$ cat src/rtl/control_pkg.sv
// Shared RV32I encodings (rv32i_types) and controller-local state/mux-select types (ctrl_types).
package rv32i_types;

    typedef enum logic [6:0] {
        op_lui   = 7'b0110111,
        op_auipc = 7'b0010111,
        op_jal   = 7'b1101111,
        op_jalr  = 7'b1100111,
        op_br    = 7'b1100011,
        op_load  = 7'b0000011,
        op_store = 7'b0100011,
        op_imm   = 7'b0010011,
        op_reg   = 7'b0110011,
        op_csr   = 7'b1110011
    } rv32i_opcode;

    typedef enum logic [2:0] {
        beq  = 3'b000,
        bne  = 3'b001,
        blt  = 3'b100,
        bge  = 3'b101,
        bltu = 3'b110,
        bgeu = 3'b111
    } branch_funct3_t;

    typedef enum logic [2:0] {
        lb  = 3'b000,
        lh  = 3'b001,
        lw  = 3'b010,
        lbu = 3'b100,
        lhu = 3'b101
    } load_funct3_t;

    typedef enum logic [2:0] {
        sb = 3'b000,
        sh = 3'b001,
        sw = 3'b010
    } store_funct3_t;

    typedef enum logic [2:0] {
        add  = 3'b000,
        sll  = 3'b001,
        slt  = 3'b010,
        sltu = 3'b011,
        axor = 3'b100,
        sr   = 3'b101,
        aor  = 3'b110,
        aand = 3'b111
    } arith_funct3_t;

    typedef enum logic [2:0] {
        alu_add, alu_sll, alu_sra, alu_sub, alu_xor, alu_srl, alu_or, alu_and
    } alu_ops;

endpackage

package ctrl_types;

    typedef enum logic [4:0] {
        S_FETCH1, S_FETCH2, S_FETCH3, S_DECODE,
        S_IMM, S_REG, S_LUI, S_AUIPC, S_BR, S_JAL, S_JALR,
        S_CALC_ADDR, S_LD1, S_LD2, S_ST1, S_ST2,
        S_ILLEGAL
    } state_t;

    typedef enum logic [1:0] {
        pc_plus4    = 2'd0,
        pc_alu_out  = 2'd1,
        pc_alu_mod2 = 2'd2
    } pcmux_sel_t;

    typedef enum logic [2:0] {
        a2_i_imm = 3'd0,
        a2_u_imm = 3'd1,
        a2_b_imm = 3'd2,
        a2_s_imm = 3'd3,
        a2_j_imm = 3'd4,
        a2_rs2   = 3'd5
    } alumux2_sel_t;

    typedef enum logic [2:0] {
        rf_alu_out  = 3'd0,
        rf_br_en    = 3'd1,
        rf_u_imm    = 3'd2,
        rf_lw_data  = 3'd3,
        rf_pc_plus4 = 3'd4
    } regfilemux_sel_t;

    typedef enum logic [2:0] {
        ld_lb  = 3'd0,
        ld_lh  = 3'd1,
        ld_lw  = 3'd2,
        ld_lbu = 3'd3,
        ld_lhu = 3'd4
    } loadmux_sel_t;

    typedef enum logic [1:0] {
        st_sb = 2'd0,
        st_sh = 2'd1,
        st_sw = 2'd2
    } storemux_sel_t;

endpackage

$ cat src/rtl/control_if.sv
// Memory port between the control FSM (master) and the memory (slave).
interface control_if;
    logic       mem_read;
    logic       mem_write;
    logic [3:0] mem_byte_enable;
    logic       mem_resp;

    modport master (output mem_read, output mem_write, output mem_byte_enable, input mem_resp);
    modport slave  (input mem_read, input mem_write, input mem_byte_enable, output mem_resp);
endinterface

$ cat src/rtl/control_funct_decode.sv
// Combinational funct3/funct7 decode: ALU op, compare op, load/store width and store byte lanes.
module ctrl_funct_decode
    import rv32i_types::*;
    import ctrl_types::*;
(
    input  logic [2:0]     funct3,
    input  logic [6:0]     funct7,
    input  logic [1:0]     mem_offset,
    output alu_ops         aluop_imm,
    output alu_ops         aluop_reg,
    output logic           is_slt,
    output branch_funct3_t cmpop_slt,
    output loadmux_sel_t   loadmux_sel,
    output storemux_sel_t  storemux_sel,
    output logic [3:0]     store_be
);

    alu_ops aluop_base;
    logic   alt;
    logic   funct7_unused;

    // Only funct7[5] selects sub/sra; the remaining bits carry no control meaning.
    assign alt           = funct7[5];
    assign funct7_unused = ^{funct7[6], funct7[4:0]};

    always_comb begin
        aluop_base = alu_add;
        case (arith_funct3_t'(funct3))
            add:     aluop_base = alu_add;
            sll:     aluop_base = alu_sll;
            axor:    aluop_base = alu_xor;
            sr:      aluop_base = alu_srl;
            aor:     aluop_base = alu_or;
            aand:    aluop_base = alu_and;
            default: aluop_base = alu_add;
        endcase
    end

    // Immediate forms: funct7 overlaps imm bits, so only the shift-right case looks at it.
    assign aluop_imm = (funct3 == 3'b101 && alt) ? alu_sra : aluop_base;

    always_comb begin
        aluop_reg = aluop_base;
        if (alt && funct3 == 3'b000)
            aluop_reg = alu_sub;
        else if (alt && funct3 == 3'b101)
            aluop_reg = alu_sra;
    end

    assign is_slt    = (funct3 == 3'b010) || (funct3 == 3'b011);
    assign cmpop_slt = (funct3 == 3'b011) ? bltu : blt;

    always_comb begin
        loadmux_sel = ld_lw;
        case (load_funct3_t'(funct3))
            lb:      loadmux_sel = ld_lb;
            lh:      loadmux_sel = ld_lh;
            lw:      loadmux_sel = ld_lw;
            lbu:     loadmux_sel = ld_lbu;
            lhu:     loadmux_sel = ld_lhu;
            default: loadmux_sel = ld_lw;
        endcase
    end

    always_comb begin
        storemux_sel = st_sw;
        store_be     = 4'b1111;
        case (store_funct3_t'(funct3))
            sb: begin
                storemux_sel = st_sb;
                store_be     = 4'b0001 << mem_offset;
            end
            sh: begin
                storemux_sel = st_sh;
                store_be     = 4'b0011 << {mem_offset[1], 1'b0};
            end
            default: begin
                storemux_sel = st_sw;
                store_be     = 4'b1111;
            end
        endcase
    end

endmodule

$ cat src/rtl/control.sv
// Multicycle RV32I control FSM: fetch / decode / execute / memory / writeback sequencing.
// Build option CTRL_ILLEGAL_TRAP_EN: unknown opcodes trap (sticky illegal_insn) instead of acting as a nop.
module control
    import rv32i_types::*;
    import ctrl_types::*;
(
    input  logic            clk,
    input  logic            rst_n,
    input  logic [6:0]      opcode,
    input  logic [2:0]      funct3,
    input  logic [6:0]      funct7,
    input  logic            br_en,
    input  logic [1:0]      mem_offset,
    control_if.master       mem,
    output logic            load_pc,
    output logic            load_ir,
    output logic            load_regfile,
    output logic            load_mar,
    output logic            load_mdr,
    output logic            load_data_out,
    output pcmux_sel_t      pcmux_sel,
    output logic            alumux1_sel,
    output alumux2_sel_t    alumux2_sel,
    output regfilemux_sel_t regfilemux_sel,
    output loadmux_sel_t    loadmux_sel,
    output storemux_sel_t   storemux_sel,
    output logic            marmux_sel,
    output logic            cmpmux_sel,
    output alu_ops          aluop,
    output branch_funct3_t  cmpop,
    output logic            illegal_insn
);

    state_t         state, state_next;
    logic           mem_read_c, mem_write_c;
    logic [3:0]     byte_en_c;

    alu_ops         dec_aluop_imm, dec_aluop_reg;
    logic           dec_is_slt;
    branch_funct3_t dec_cmpop_slt;
    loadmux_sel_t   dec_loadmux;
    storemux_sel_t  dec_storemux;
    logic [3:0]     dec_store_be;

    ctrl_funct_decode u_decode (
        .funct3       (funct3),
        .funct7       (funct7),
        .mem_offset   (mem_offset),
        .aluop_imm    (dec_aluop_imm),
        .aluop_reg    (dec_aluop_reg),
        .is_slt       (dec_is_slt),
        .cmpop_slt    (dec_cmpop_slt),
        .loadmux_sel  (dec_loadmux),
        .storemux_sel (dec_storemux),
        .store_be     (dec_store_be)
    );

    always_ff @(posedge clk) begin
        if (!rst_n)
            state <= S_FETCH1;
        else
            state <= state_next;
    end

`ifdef CTRL_ILLEGAL_TRAP_EN
    logic illegal_q;

    always_ff @(posedge clk) begin
        if (!rst_n)
            illegal_q <= 1'b0;
        else if (state == S_ILLEGAL)
            illegal_q <= 1'b1;
    end

    assign illegal_insn = illegal_q;
`else
    assign illegal_insn = 1'b0;
`endif

    // Strobes decode purely from state so a reset mid-access drops them on the next cycle.
    assign mem.mem_read        = mem_read_c;
    assign mem.mem_write       = mem_write_c;
    assign mem.mem_byte_enable = byte_en_c;

    always_comb begin
        state_next     = state;
        load_pc        = 1'b0;
        load_ir        = 1'b0;
        load_regfile   = 1'b0;
        load_mar       = 1'b0;
        load_mdr       = 1'b0;
        load_data_out  = 1'b0;
        pcmux_sel      = pc_plus4;
        alumux1_sel    = 1'b0;
        alumux2_sel    = a2_i_imm;
        regfilemux_sel = rf_alu_out;
        loadmux_sel    = ld_lb;
        storemux_sel   = st_sb;
        marmux_sel     = 1'b0;
        cmpmux_sel     = 1'b0;
        aluop          = alu_add;
        cmpop          = branch_funct3_t'(funct3);
        mem_read_c     = 1'b0;
        mem_write_c    = 1'b0;
        byte_en_c      = 4'b1111;

        unique case (state)
            S_FETCH1: begin
                load_mar   = 1'b1;
                state_next = S_FETCH2;
            end
            S_FETCH2: begin
                mem_read_c = 1'b1;
                if (mem.mem_resp) begin
                    load_mdr   = 1'b1;
                    state_next = S_FETCH3;
                end
            end
            S_FETCH3: begin
                load_ir    = 1'b1;
                state_next = S_DECODE;
            end
            S_DECODE: begin
                case (rv32i_opcode'(opcode))
                    op_imm:   state_next = S_IMM;
                    op_reg:   state_next = S_REG;
                    op_lui:   state_next = S_LUI;
                    op_auipc: state_next = S_AUIPC;
                    op_br:    state_next = S_BR;
                    op_jal:   state_next = S_JAL;
                    op_jalr:  state_next = S_JALR;
                    op_load,
                    op_store: state_next = S_CALC_ADDR;
                    default:  state_next = S_ILLEGAL;
                endcase
            end
            S_IMM: begin
                load_regfile = 1'b1;
                load_pc      = 1'b1;
                if (dec_is_slt) begin
                    cmpmux_sel     = 1'b1;
                    cmpop          = dec_cmpop_slt;
                    regfilemux_sel = rf_br_en;
                end else begin
                    aluop = dec_aluop_imm;
                end
                state_next = S_FETCH1;
            end
            S_REG: begin
                alumux2_sel  = a2_rs2;
                load_regfile = 1'b1;
                load_pc      = 1'b1;
                if (dec_is_slt) begin
                    cmpop          = dec_cmpop_slt;
                    regfilemux_sel = rf_br_en;
                end else begin
                    aluop = dec_aluop_reg;
                end
                state_next = S_FETCH1;
            end
            S_LUI: begin
                regfilemux_sel = rf_u_imm;
                load_regfile   = 1'b1;
                load_pc        = 1'b1;
                state_next     = S_FETCH1;
            end
            S_AUIPC: begin
                alumux1_sel  = 1'b1;
                alumux2_sel  = a2_u_imm;
                load_regfile = 1'b1;
                load_pc      = 1'b1;
                state_next   = S_FETCH1;
            end
            S_BR: begin
                alumux1_sel = 1'b1;
                alumux2_sel = a2_b_imm;
                pcmux_sel   = br_en ? pc_alu_out : pc_plus4;
                load_pc     = 1'b1;
                state_next  = S_FETCH1;
            end
            S_JAL: begin
                regfilemux_sel = rf_pc_plus4;
                load_regfile   = 1'b1;
                alumux1_sel    = 1'b1;
                alumux2_sel    = a2_j_imm;
                pcmux_sel      = pc_alu_out;
                load_pc        = 1'b1;
                state_next     = S_FETCH1;
            end
            S_JALR: begin
                // rd and PC load on the same edge, so rd still sees the old pc+4.
                regfilemux_sel = rf_pc_plus4;
                load_regfile   = 1'b1;
                pcmux_sel      = pc_alu_mod2;
                load_pc        = 1'b1;
                state_next     = S_FETCH1;
            end
            S_CALC_ADDR: begin
                marmux_sel = 1'b1;
                load_mar   = 1'b1;
                if (opcode == op_store) begin
                    alumux2_sel = a2_s_imm;
                    state_next  = S_ST1;
                end else begin
                    state_next  = S_LD1;
                end
            end
            S_LD1: begin
                mem_read_c = 1'b1;
                if (mem.mem_resp) begin
                    load_mdr   = 1'b1;
                    state_next = S_LD2;
                end
            end
            S_LD2: begin
                regfilemux_sel = rf_lw_data;
                loadmux_sel    = dec_loadmux;
                load_regfile   = 1'b1;
                load_pc        = 1'b1;
                state_next     = S_FETCH1;
            end
            S_ST1: begin
                storemux_sel  = dec_storemux;
                load_data_out = 1'b1;
                state_next    = S_ST2;
            end
            S_ST2: begin
                mem_write_c = 1'b1;
                byte_en_c   = dec_store_be;
                if (mem.mem_resp) begin
                    load_pc    = 1'b1;
                    state_next = S_FETCH1;
                end
            end
            S_ILLEGAL: begin
`ifdef CTRL_ILLEGAL_TRAP_EN
                state_next = S_ILLEGAL;
`else
                load_pc    = 1'b1;
                state_next = S_FETCH1;
`endif
            end
            default: state_next = S_FETCH1;
        endcase
    end

endmodule

$ cat src/flat_wrapper.sv
// flat-port wrapper written by rule: the top's interface ports become plain ports
module control_flat import rv32i_types::*; import ctrl_types::*;
  (clk, rst_n, opcode, funct3, funct7, br_en, mem_offset, load_pc, load_ir, load_regfile, load_mar, load_mdr, load_data_out, pcmux_sel, alumux1_sel, alumux2_sel, regfilemux_sel, loadmux_sel, storemux_sel, marmux_sel, cmpmux_sel, aluop, cmpop, illegal_insn, mem_mem_read, mem_mem_write, mem_mem_byte_enable, mem_mem_resp);
  control_if mem_i ();
  input  logic clk;
  input  logic rst_n;
  input  logic [6:0] opcode;
  input  logic [2:0] funct3;
  input  logic [6:0] funct7;
  input  logic br_en;
  input  logic [1:0] mem_offset;
  output logic load_pc;
  output logic load_ir;
  output logic load_regfile;
  output logic load_mar;
  output logic load_mdr;
  output logic load_data_out;
  output pcmux_sel_t pcmux_sel;
  output logic alumux1_sel;
  output alumux2_sel_t alumux2_sel;
  output regfilemux_sel_t regfilemux_sel;
  output loadmux_sel_t loadmux_sel;
  output storemux_sel_t storemux_sel;
  output logic marmux_sel;
  output logic cmpmux_sel;
  output alu_ops aluop;
  output branch_funct3_t cmpop;
  output logic illegal_insn;
  output wire logic [$bits(mem_i.mem_read)-1:0] mem_mem_read;
  output wire logic [$bits(mem_i.mem_write)-1:0] mem_mem_write;
  output wire logic [$bits(mem_i.mem_byte_enable)-1:0] mem_mem_byte_enable;
  input wire logic [$bits(mem_i.mem_resp)-1:0] mem_mem_resp;
  assign mem_mem_read = mem_i.mem_read;
  assign mem_mem_write = mem_i.mem_write;
  assign mem_mem_byte_enable = mem_i.mem_byte_enable;
  assign mem_i.mem_resp = mem_mem_resp;
  control u_core (.clk(clk), .rst_n(rst_n), .opcode(opcode), .funct3(funct3), .funct7(funct7), .br_en(br_en), .mem_offset(mem_offset), .mem(mem_i), .load_pc(load_pc), .load_ir(load_ir), .load_regfile(load_regfile), .load_mar(load_mar), .load_mdr(load_mdr), .load_data_out(load_data_out), .pcmux_sel(pcmux_sel), .alumux1_sel(alumux1_sel), .alumux2_sel(alumux2_sel), .regfilemux_sel(regfilemux_sel), .loadmux_sel(loadmux_sel), .storemux_sel(storemux_sel), .marmux_sel(marmux_sel), .cmpmux_sel(cmpmux_sel), .aluop(aluop), .cmpop(cmpop), .illegal_insn(illegal_insn));
endmodule
$ cat config.mk
export PLATFORM = sky130hd
export DESIGN_NAME = control_flat
export DESIGN_NICKNAME = d
export VERILOG_FILES = /design/src/rtl/control_pkg.sv /design/src/rtl/control_if.sv /design/src/rtl/control_funct_decode.sv /design/src/rtl/control.sv /design/src/flat_wrapper.sv
export SDC_FILE = /design/constraint.sdc
export NUM_CORES = 1
export LEC_CHECK = 0
export CAP_MARGIN = 5
export CORE_MARGIN = 2
export CORE_UTILIZATION = 42
export DETAILED_ROUTE_END_ITERATION = 7
export PLACE_DENSITY = 0.87
export SLEW_MARGIN = 20
export SYNTH_ARGS = -nofsm -noshare
export SYNTH_HDL_FRONTEND = slang
export SYNTH_SLANG_ARGS = --single-unit
export TNS_END_PERCENT = 1
$ cat constraint.sdc
create_clock -name clk -period 2.3 [get_ports clk]
set_input_delay 0.46 -clock clk [delete_from_list [all_inputs] [get_ports clk]]
set_output_delay 0.46 -clock clk [all_outputs]
set_load 0.02 [all_outputs]
==> flow_summary.yaml, run 1 <==
logic_synthesis:
  postSynthCellCount: 165
  synth-seq-cells: 5
  synthArstFlopShare_pct: 0
  ys_seq_area_share_pct: 9.63
  yosysWarnings: 0
  synth_area_um2: 1040
  synth_fp_nets: 188
  synth_ff_type: "dfxtp_1"
  yosysUniqueCellTypes: 48
  avgSynthCellArea_um2: 6.30
  synth_edf_count: 0
place:
  postPlaceCellArea_um2: 1710
  io_buffer_count: 50
  hpwl_um: 2890
  routabilityCongestion: 0.883
  place_ws_ns: -0.727
floorplan:
  io_pins: 58
  start_util_pct: 43.1
  num_rows: 18
  die_area_um2: 2890
  core-area_um2: 2410
  die_w_um: 53.8
  fp.dieH_um: 53.8
final_layout:
  reg.largest.list: "u_core.state (5)"
  regArea_um2: 101
  postLayoutCoreUtil_pct: 74.5
  syn_to_final_growth_pct: 72.7
  multi_input_area_um2: 910
  largest_reg_flops: 5
  nets: 257
  n_antenna_cell: 0
  drive_above_1_share_pct: 26.6
  finish.instance_area_um2: 1800
  max_flop_register: "u_core.state"
  n_fill_cell: 197
grt:
  antenna_found_initial: 0
  grt_overflow: 0
  grt_pass1_wl_um: 5870
  grt_max_degree: 22
  grt_usage_pct: 26.8
  grt_pass1_vias: 1380
outcome:
  status: "complete, no violations"
clock_tree:
  cts_root_buf: "clkbuf_4"
  clkLatencyLatePin_ns: 0.24
  cts_tree: "yes"
  ctsHoldBuffers: 0
  cts_made_buffers: 3
  htreeDepth: 1
  clock-sinks: 5
  clk_pin_slew_ns: 0.04
  clockBufferDepth: 2
timing:
  finalHoldViolations: 0
  fin_setup_tns_ns: 0
  fin_crit_ns: 2.29
  final_max_slew_viol_count: 0
  fin_skew_ns: 0.00138
  whs_ns: 0.716
  rsz0062_at_grt: "yes"
  fmax_mhz: 437
  setup_viol: 0
  setup_slack_ns: 0.00961
  finalCritPeriodShare_pct: 99.6
job:
  maxCapViolCount: 0
setup_path:
  setup.worst_path.start_class: "primary input"
  worstSetupEndpointType: "primary output"
  required_ns: 1.84
  arrival_ns: 1.83
  critPathKind: "in -> out"
  worstPathMaxFanout: 2
route:
  wl_per_cell_um: 14.9
  routed_via_density: 5.80
  wl_um: 3930
  drt-pass1-iter-count: 4
  drtIter0Drc: 54
  dr_total_vias: 1526
  final_antenna_net_count: 0
  remaining_drc_errors: 0
power:
  p_leak_uw: 0.000855
  power.density_nw_per_um2: 236
  peakVddDrop_mv: 0.239
worst_hold_path:
  hold_path.class: "reg -> reg"
==> power by group <==
part / internal [uW] / total, uW / switching, uW
sequential: 91.2 / 93.1 / 1.95
clock: 65.5 / 100 / 34.5
combinational: 107 / 231 / 124
total: 264 / 424 / 160
==> cell families (layout without fill, tap and decap cells) <==
kind of cell	Yosys count	count (layout)	synth area share [%]
mux	1	1	0.963
other cells	1	1	0.361
flops	5	5	9.63
xor+xnor	2	2	1.69
buf+inv	22	90	10.1
compound gates	49	49	31.0
simple gates	85	85	46.2
==> critical path, cell delays in order <==
cell and delay (ns):
clkdlybuf4s50_1 0.49, nor4bb_4 0.26, nand3_2 0.14, o21a_1 0.22, nor3_2 0.11, buf_4 0.16
==> synth_stat cells, types with 2 or more instances <==
master    instances  area (um2)
inv_1             6        22.5
nor3_1           12        60.1
o22a_1            2        17.5
o21ai_1           4        20.0
a211oi_1          3        22.5
o21ai_0           4        20.0
nand2_1          13        48.8
nand2b_1         14        87.6
nor2_1           20        75.1
a21oi_1          20         100
dfxtp_1           5         100
o21a_1            3        22.5
nor2b_1           3        18.8
buf_2             3        15.0
buf_6             2        22.5
a21bo_1           2        20.0
nand3b_1          3        22.5
clkbuf_1         10        37.5
nand3_1           3        15.0
or2_1             2        12.5
or4b_1            2        20.0
and3b_1           2        17.5
and2_1            2        12.5
==> through the flow <==
step,cells,total power (uW)
2_1_floorplan,165,207
3_3_place_gp,258,306
3_5_place_dp,258,314
4_1_cts,262,415
5_1_grt,263,451
6_report,263,424
==> layout by cell type, fill, tap and decap left out, types with 2 or more instances in the layout <==
| master | synthesis | layout |
|---|---|---|
| buf_4 | 1 | 30 |
| a21oi_1 | 20 | 19 |
| nor2_1 | 20 | 18 |
| dlygate4sd2_1 | 0 | 17 |
| nand2b_1 | 14 | 13 |
| nand2_1 | 13 | 12 |
| nor3_1 | 12 | 11 |
| clkdlybuf4s50_1 | 0 | 11 |
| inv_1 | 6 | 6 |
| dlymetal6s2s_1 | 0 | 6 |
| o21ai_1 | 4 | 4 |
| o21ai_0 | 4 | 4 |
| clkdlybuf4s15_2 | 0 | 4 |
| dfxtp_1 | 5 | 4 |
| nor2b_1 | 3 | 3 |
| a211oi_1 | 3 | 3 |
| o21a_1 | 3 | 3 |
| nand3b_1 | 3 | 3 |
| clkbuf_4 | 0 | 3 |
| buf_2 | 3 | 3 |
| clkbuf_2 | 0 | 3 |
| clkdlybuf4s15_1 | 0 | 3 |
| buf_6 | 2 | 3 |
| and2_1 | 2 | 2 |
| or2_1 | 2 | 2 |
| nor2_2 | 0 | 2 |
| nor4_4 | 1 | 2 |
| a21bo_1 | 2 | 2 |
| o22a_1 | 2 | 2 |
| nand3_1 | 3 | 2 |
| and3b_1 | 2 | 2 |
==> final cells by class <==
cell class                 count  area share, %
inverter                       6           1.25
sequential                     5           5.64
clock buffer                   4           1.46
tap                           30           2.09
multi-input combinational    138           50.7
timing repair buffer          80           38.9
==> path summary, 6_finish.rpt <==
check,slack (ns),cells past startpoint,startpoint,to
max reg2reg,0.56,6,u_core.state[2],u_core.state[1]
min reg2reg,0.72,3,u_core.state[1],u_core.state[1]
min,0.72,3,u_core.state[1],u_core.state[1]
max,0.01,6,opcode[0],alumux2_sel[0]
==> metal layers <==
layer / GRT usage, % / wire (um) / vias to the layer above
met2: 50.4 / 2120 / 67
met1: 30.7 / 1520 / 723
li1: - / - / 728
met4: 7.69 / 54 / 0
met3: 4.17 / 237 / 8
met5: 0 / 0 / -
==> timing repair <==
item	CTS	global route
cloned	0	0
endpoints found under the hold margin	0	0
gates resized for setup	69	25
pin swaps	1	8
setup buffers	0	1
endpoints found under the setup margin	33	16
No activity file was read; power rests on OpenSTA's default activity.
==> run 2, diff against run 1 <==
--- a/config.mk
+++ b/config.mk
@@ -10,6 +10,7 @@
 export CORE_UTILIZATION = 42
 export DETAILED_ROUTE_END_ITERATION = 7
 export PLACE_DENSITY = 0.87
+export RECOVER_POWER = 50
 export SLEW_MARGIN = 20
 export SYNTH_ARGS = -nofsm -noshare
 export SYNTH_HDL_FRONTEND = slang
==> flow_summary.yaml, run 2 (synthesis results as in run 1) <==
setup_path:
  r2r-start: "u_core.state[2]"
  setup.worst_path.start_class: "primary input"
  arrival_ns: 1.82
  worstSetupEndpointType: "primary output"
  worstPathMaxFanout: 2
  ff2ff_path_depth: 6
  reg2reg_to: "u_core.state[1]"
  regToRegSetupSlack_ns: 0.32
  crit_start: "opcode[0]"
  required_ns: 1.84
  critPathKind: "in -> out"
final_layout:
  syn_to_final_growth_pct: 69.3
  final_cell_mix: "buf_4 (26), a21oi_1 (19), nor2_1 (18), dlygate4sd2_1 (17), nand2b_1 (13)"
  n_fill_cell: 203
  max_flop_register: "u_core.state"
  largest_reg_flops: 5
  layout.cells.most_common: "buf_4"
  n_antenna_cell: 0
  regArea_um2: 101
  multi_input_area_um2: 886
  reg.largest.list: "u_core.state (5)"
  drive_above_1_share_pct: 24.9
  nets: 257
route:
  remaining_drc_errors: 0
  wl_per_cell_um: 14.8
  routed_via_density: 5.80
  dr_total_vias: 1525
  final_antenna_net_count: 0
  drt-pass1-iter-count: 4
  drtIter0Drc: 40
  wl_um: 3880
clock_tree:
  cts_tree: "yes"
  clkLatencyLatePin_ns: 0.24
  clock-sinks: 5
  ctsHoldBuffers: 0
  clockBufferDepth: 2
  htreeDepth: 1
  cts_root_buf: "clkbuf_4"
  clk_pin_slew_ns: 0.04
  cts_made_buffers: 3
timing:
  fin_crit_ns: 2.28
  whs_ns: 0.719
  slew-limit-headroom_pct: 66.9
  fin_skew_ns: 0.00110
  setup_viol: 0
  rsz0062_at_grt: "yes"
  finalHoldViolations: 0
  fmax_mhz: 438
  final_max_slew_viol_count: 0
  max_slew.worst_pin.slew_ns: 0.492
  finalCritPeriodShare_pct: 99.3
grt:
  grt_max_degree: 22
  grt_overflow: 0
  antenna_found_initial: 0
  grt_pass1_wl_um: 5870
  grt_pass1_vias: 1380
  grt_usage_pct: 26.8
floorplan:
  fp.dieH_um: 53.8
  start_util_pct: 43.1
  num_rows: 18
  die_area_um2: 2890
  core-area_um2: 2410
  io_pins: 58
  die_w_um: 53.8
power:
  power.density_nw_per_um2: 238
  peakVddDrop_mv: 0.239
  finalPower_uw: 419
  p_leak_uw: 0.000834
worst_hold_path:
  min_path_cells: 3
  holdPathEnd: "u_core.state[1]"
  worstHoldStart: "u_core.state[1]"
  hold_path.class: "reg -> reg"
place:
  routabilityCongestion: 0.883
  io_buffer_count: 50
  hpwl_um: 2890
outcome:
  status: "complete, no violations"
job:
  maxCapViolCount: 0
## run 2: critical path, stage by stage
cell	delay [ns]
clkdlybuf4s50_1	0.49
nor4bb_4	0.26
nand3_2	0.13
o21a_1	0.21
nor3_2	0.11
buf_4	0.16
## run 2: final cells by class
cell class	count	share of cell area (%)
clock buffer	4	1.49
sequential	5	5.76
tap	30	2.13
timing repair buffer	80	39.0
multi-input combinational	138	50.3
inverter	6	1.28
## run 2: per-stage QoR
stage	utilization, %	TNS (ns)	setup WS [ns]	cell area, um2	std cells
final	73.1	0	0.0158	1760	263
after global routing	73.1	-0.159	-0.0747	1760	263
after CTS	72.2	-0.450	-0.281	1740	262
after detailed placement	71.1	-6.84	-0.727	1710	258
after global placement	71.1	-5.62	-0.576	1710	258
after floorplan	-	0	0.162	1040	165
## run 2: worst max-delay path by stage
stage                                end  slack [ns]  cells past startpoint
after global routing      alumux2_sel[0]       -0.07                      6
after floorplan                 load_mdr        0.16                      5
after detailed placement  alumux2_sel[0]       -0.73                      6
final                     alumux2_sel[0]        0.02                      6
after CTS                       aluop[1]       -0.28                      6
after global placement    alumux2_sel[0]       -0.58                      6
## run 2: power breakdown
part	total, uW	switching (uW)	leakage (uW)	internal [uW]
clock network	99.6	34.2	0.0000150	65.5
registers	93.1	1.95	0.0000414	91.2
logic	226	121	0.000778	105
total	419	157	0.000834	261
## run 2: repair_timing
action,4_1_cts,5_1_grt
setup endpoints to repair,33,16
gates cloned,0,0
buffers inserted,0,1
gates resized for setup,69,25
pin swaps,1,8
## run 2: layer usage
| layer | wire, um | track usage [%] | vias to the layer above |
|---|---|---|---|
| li1 | - | - | 730 |
| met4 | 55 | 7.69 | 0 |
| met3 | 177 | 4.17 | 8 |
| met1 | 1590 | 30.7 | 732 |
| met2 | 2060 | 50.4 | 55 |
| met5 | 0 | 0 | - |
==> run 3, diff against run 2 <==
--- a/config.mk
+++ b/config.mk
@@ -9,6 +9,7 @@
 export CORE_MARGIN = 2
 export CORE_UTILIZATION = 42
 export DETAILED_ROUTE_END_ITERATION = 7
+export HOLD_SLACK_MARGIN = 0.02
 export PLACE_DENSITY = 0.87
 export RECOVER_POWER = 50
 export SLEW_MARGIN = 20
==> results of run 3 <==
Final layout, timing and power as in run 2 (identical DEF).
==> RTL change: new RTL, config.mk and constraints of run 2 <==
Put a register stage on the output `cmpop`. The value now appears one clock later. The other outputs are not delayed to match.
--- a/src/rtl/control.sv
+++ b/src/rtl/control.sv
@@ -33,2 +33,4 @@
 
+    branch_funct3_t cmpop_d;
+
     state_t         state, state_next;
@@ -101,3 +103,3 @@
         aluop          = alu_add;
-        cmpop          = branch_funct3_t'(funct3);
+        cmpop_d        = branch_funct3_t'(funct3);
         mem_read_c     = 1'b0;
@@ -141,3 +143,3 @@
                     cmpmux_sel     = 1'b1;
-                    cmpop          = dec_cmpop_slt;
+                    cmpop_d        = dec_cmpop_slt;
                     regfilemux_sel = rf_br_en;
@@ -153,3 +155,3 @@
                 if (dec_is_slt) begin
-                    cmpop          = dec_cmpop_slt;
+                    cmpop_d        = dec_cmpop_slt;
                     regfilemux_sel = rf_br_en;
@@ -246,2 +248,6 @@
 
+    always_ff @(posedge clk) begin
+        cmpop <= cmpop_d;
+    end
+
 endmodule
Check against the original RTL: not equivalent (a bounded check fails within 4 cycles, from zero or initial values and one cycle with rst_n low).
==> RTL change against run 2 <==
  * The flow now finishes with violations (setup timing)
  * Cell area decreased by 1.5%
  * Routed wire length decreased by 0.95%
  * Sequential share of layout area increased by 3.6 points
  * Sequential cell count increased by 3
  * Fmax decreased by 1.1%
  * Final cell count increased by 1.1%
  * Worst setup slack got worse by 26 ps
  * Critical path depth unchanged
  * Area after synthesis decreased by 2.6%
Power is not compared: it rests on default switching activity, and its combinational part moved more than twofold at a synthesized area within 25%.
==> RTL change: results <==
{
  "setup_viol": 4,
  "path_max_fanout": 4,
  "grt_max_degree": 19,
  "min_path_type": "input port to flop",
  "largestRegisters": "u_core.state: 5 flops, u_core.cmpop: 3 flops",
  "violations": "setup timing",
  "first_iter_violations": 44,
  "outcome": "finished with violations",
  "synthAdderAreaFrac_pct": 0,
  "post-place-cells": 262,
  "fill_cells": 204,
  "nets": 263,
  "dpl.hpwl_mm": 2.96,
  "synth_cell_types": 42,
  "fin_skew_ps": 3.44,
  "synthXorXnorAreaFrac_pct": 2.60,
  "ys_top_cells_by_count": "nor2_1 (26), a21oi_1 (16), nand2_1 (15), o21ai_0 (9)",
  "drive_gt1_share_pct": 23.1,
  "ys_seq_area_share_pct": 15.8,
  "synth.mux.area_fraction_pct": 2.10,
  "grt_pass1_wl_mm": 6.07,
  "routedWlPerCell_um": 14.5,
  "place.gp.congestion": 0.888,
  "place_ws_ps": -718,
  "final_cells": 266,
  "critPathArrivalTime_ps": 1850,
  "synthTopCellsByArea": "dfxtp_1 (16%), nor2_1 (9.6%), a21oi_1 (7.9%)",
  "grt_use_total_pct": 28.4,
  "via_per_inst": 5.65,
  "layout_setup_ws_ps": -9.98,
  "post_cts_resized": 50,
  "overflow": 0,
  "grt_pass1_vias": 1404,
  "setup-tns-final_ps": -19.6,
  "worstHoldPathCells": 5
}
-- RTL change: cell count changes after synthesis, sizes merged, moves of 4 or more --
cell and change:
a21oi -4, nand2b -9, nor2 +6, nor3 -4, nor4 +5
-- RTL change: worst paths after layout --
kind	from	to	slack, ps
setup reg to reg	u_core.state[4]$_SDFFE_PN0P_	u_core.state[1]$_SDFFE_PN0P_	330
setup / recovery	funct3[1]	mem_mem_byte_enable[1]	-10
hold reg to reg	u_core.state[3]$_SDFFE_PN0P_	u_core.state[3]$_SDFFE_PN0P_	810
hold / removal	opcode[4]	u_core.state[4]$_SDFFE_PN0P_	690
-- RTL change: area by class of cell --
type                    count  area, um^2  share of cell area (%)
multi-input cells         134         779                    44.9
repair buffers             85         706                    40.7
flip-flops and latches      8         161                    9.31
well taps                  28        35.0                    2.02
inverters                   8        30.0                    1.73
clock buffers               3        22.5                    1.30
-- RTL change: power by group through the flow --
stage	Sequential (mW)	Clock [mW]	Combinational, mW
after floorplan	0.169	0	0.309
after global placement	0.182	0	0.515
after detailed placement	0.185	0	0.526
after CTS	0.184	0.101	0.511
after global routing	0.185	0.108	0.541
final	0.184	0.0975	0.500
-- RTL change: cells by family after synthesis --
group | Yosys count
and+or+nand+nor | 88
buffers and inverters | 23
muxes | 2
xor gates and xnor gates | 3
DFF | 8
other | 1
AOI/OAI and AO/OA | 40
-- RTL change: per-layer routing --
metal / global-route usage [%] / wire (um) / vias to the layer above
met2: 54.2 / 1990 / 67
met4: 6.41 / 66 / 0
met1: 33.2 / 1570 / 693
li1: - / - / 733
met3: 3.39 / 212 / 11
met5: 0 / 0 / -
-- RTL change: critical path, stage by stage --
cell             delay (ps)
clkdlybuf4s50_1         440
buf_4                   160
nor4_1                  250
buf_4                   170
o21ai_0                  80
clkdlybuf4s15_1         290
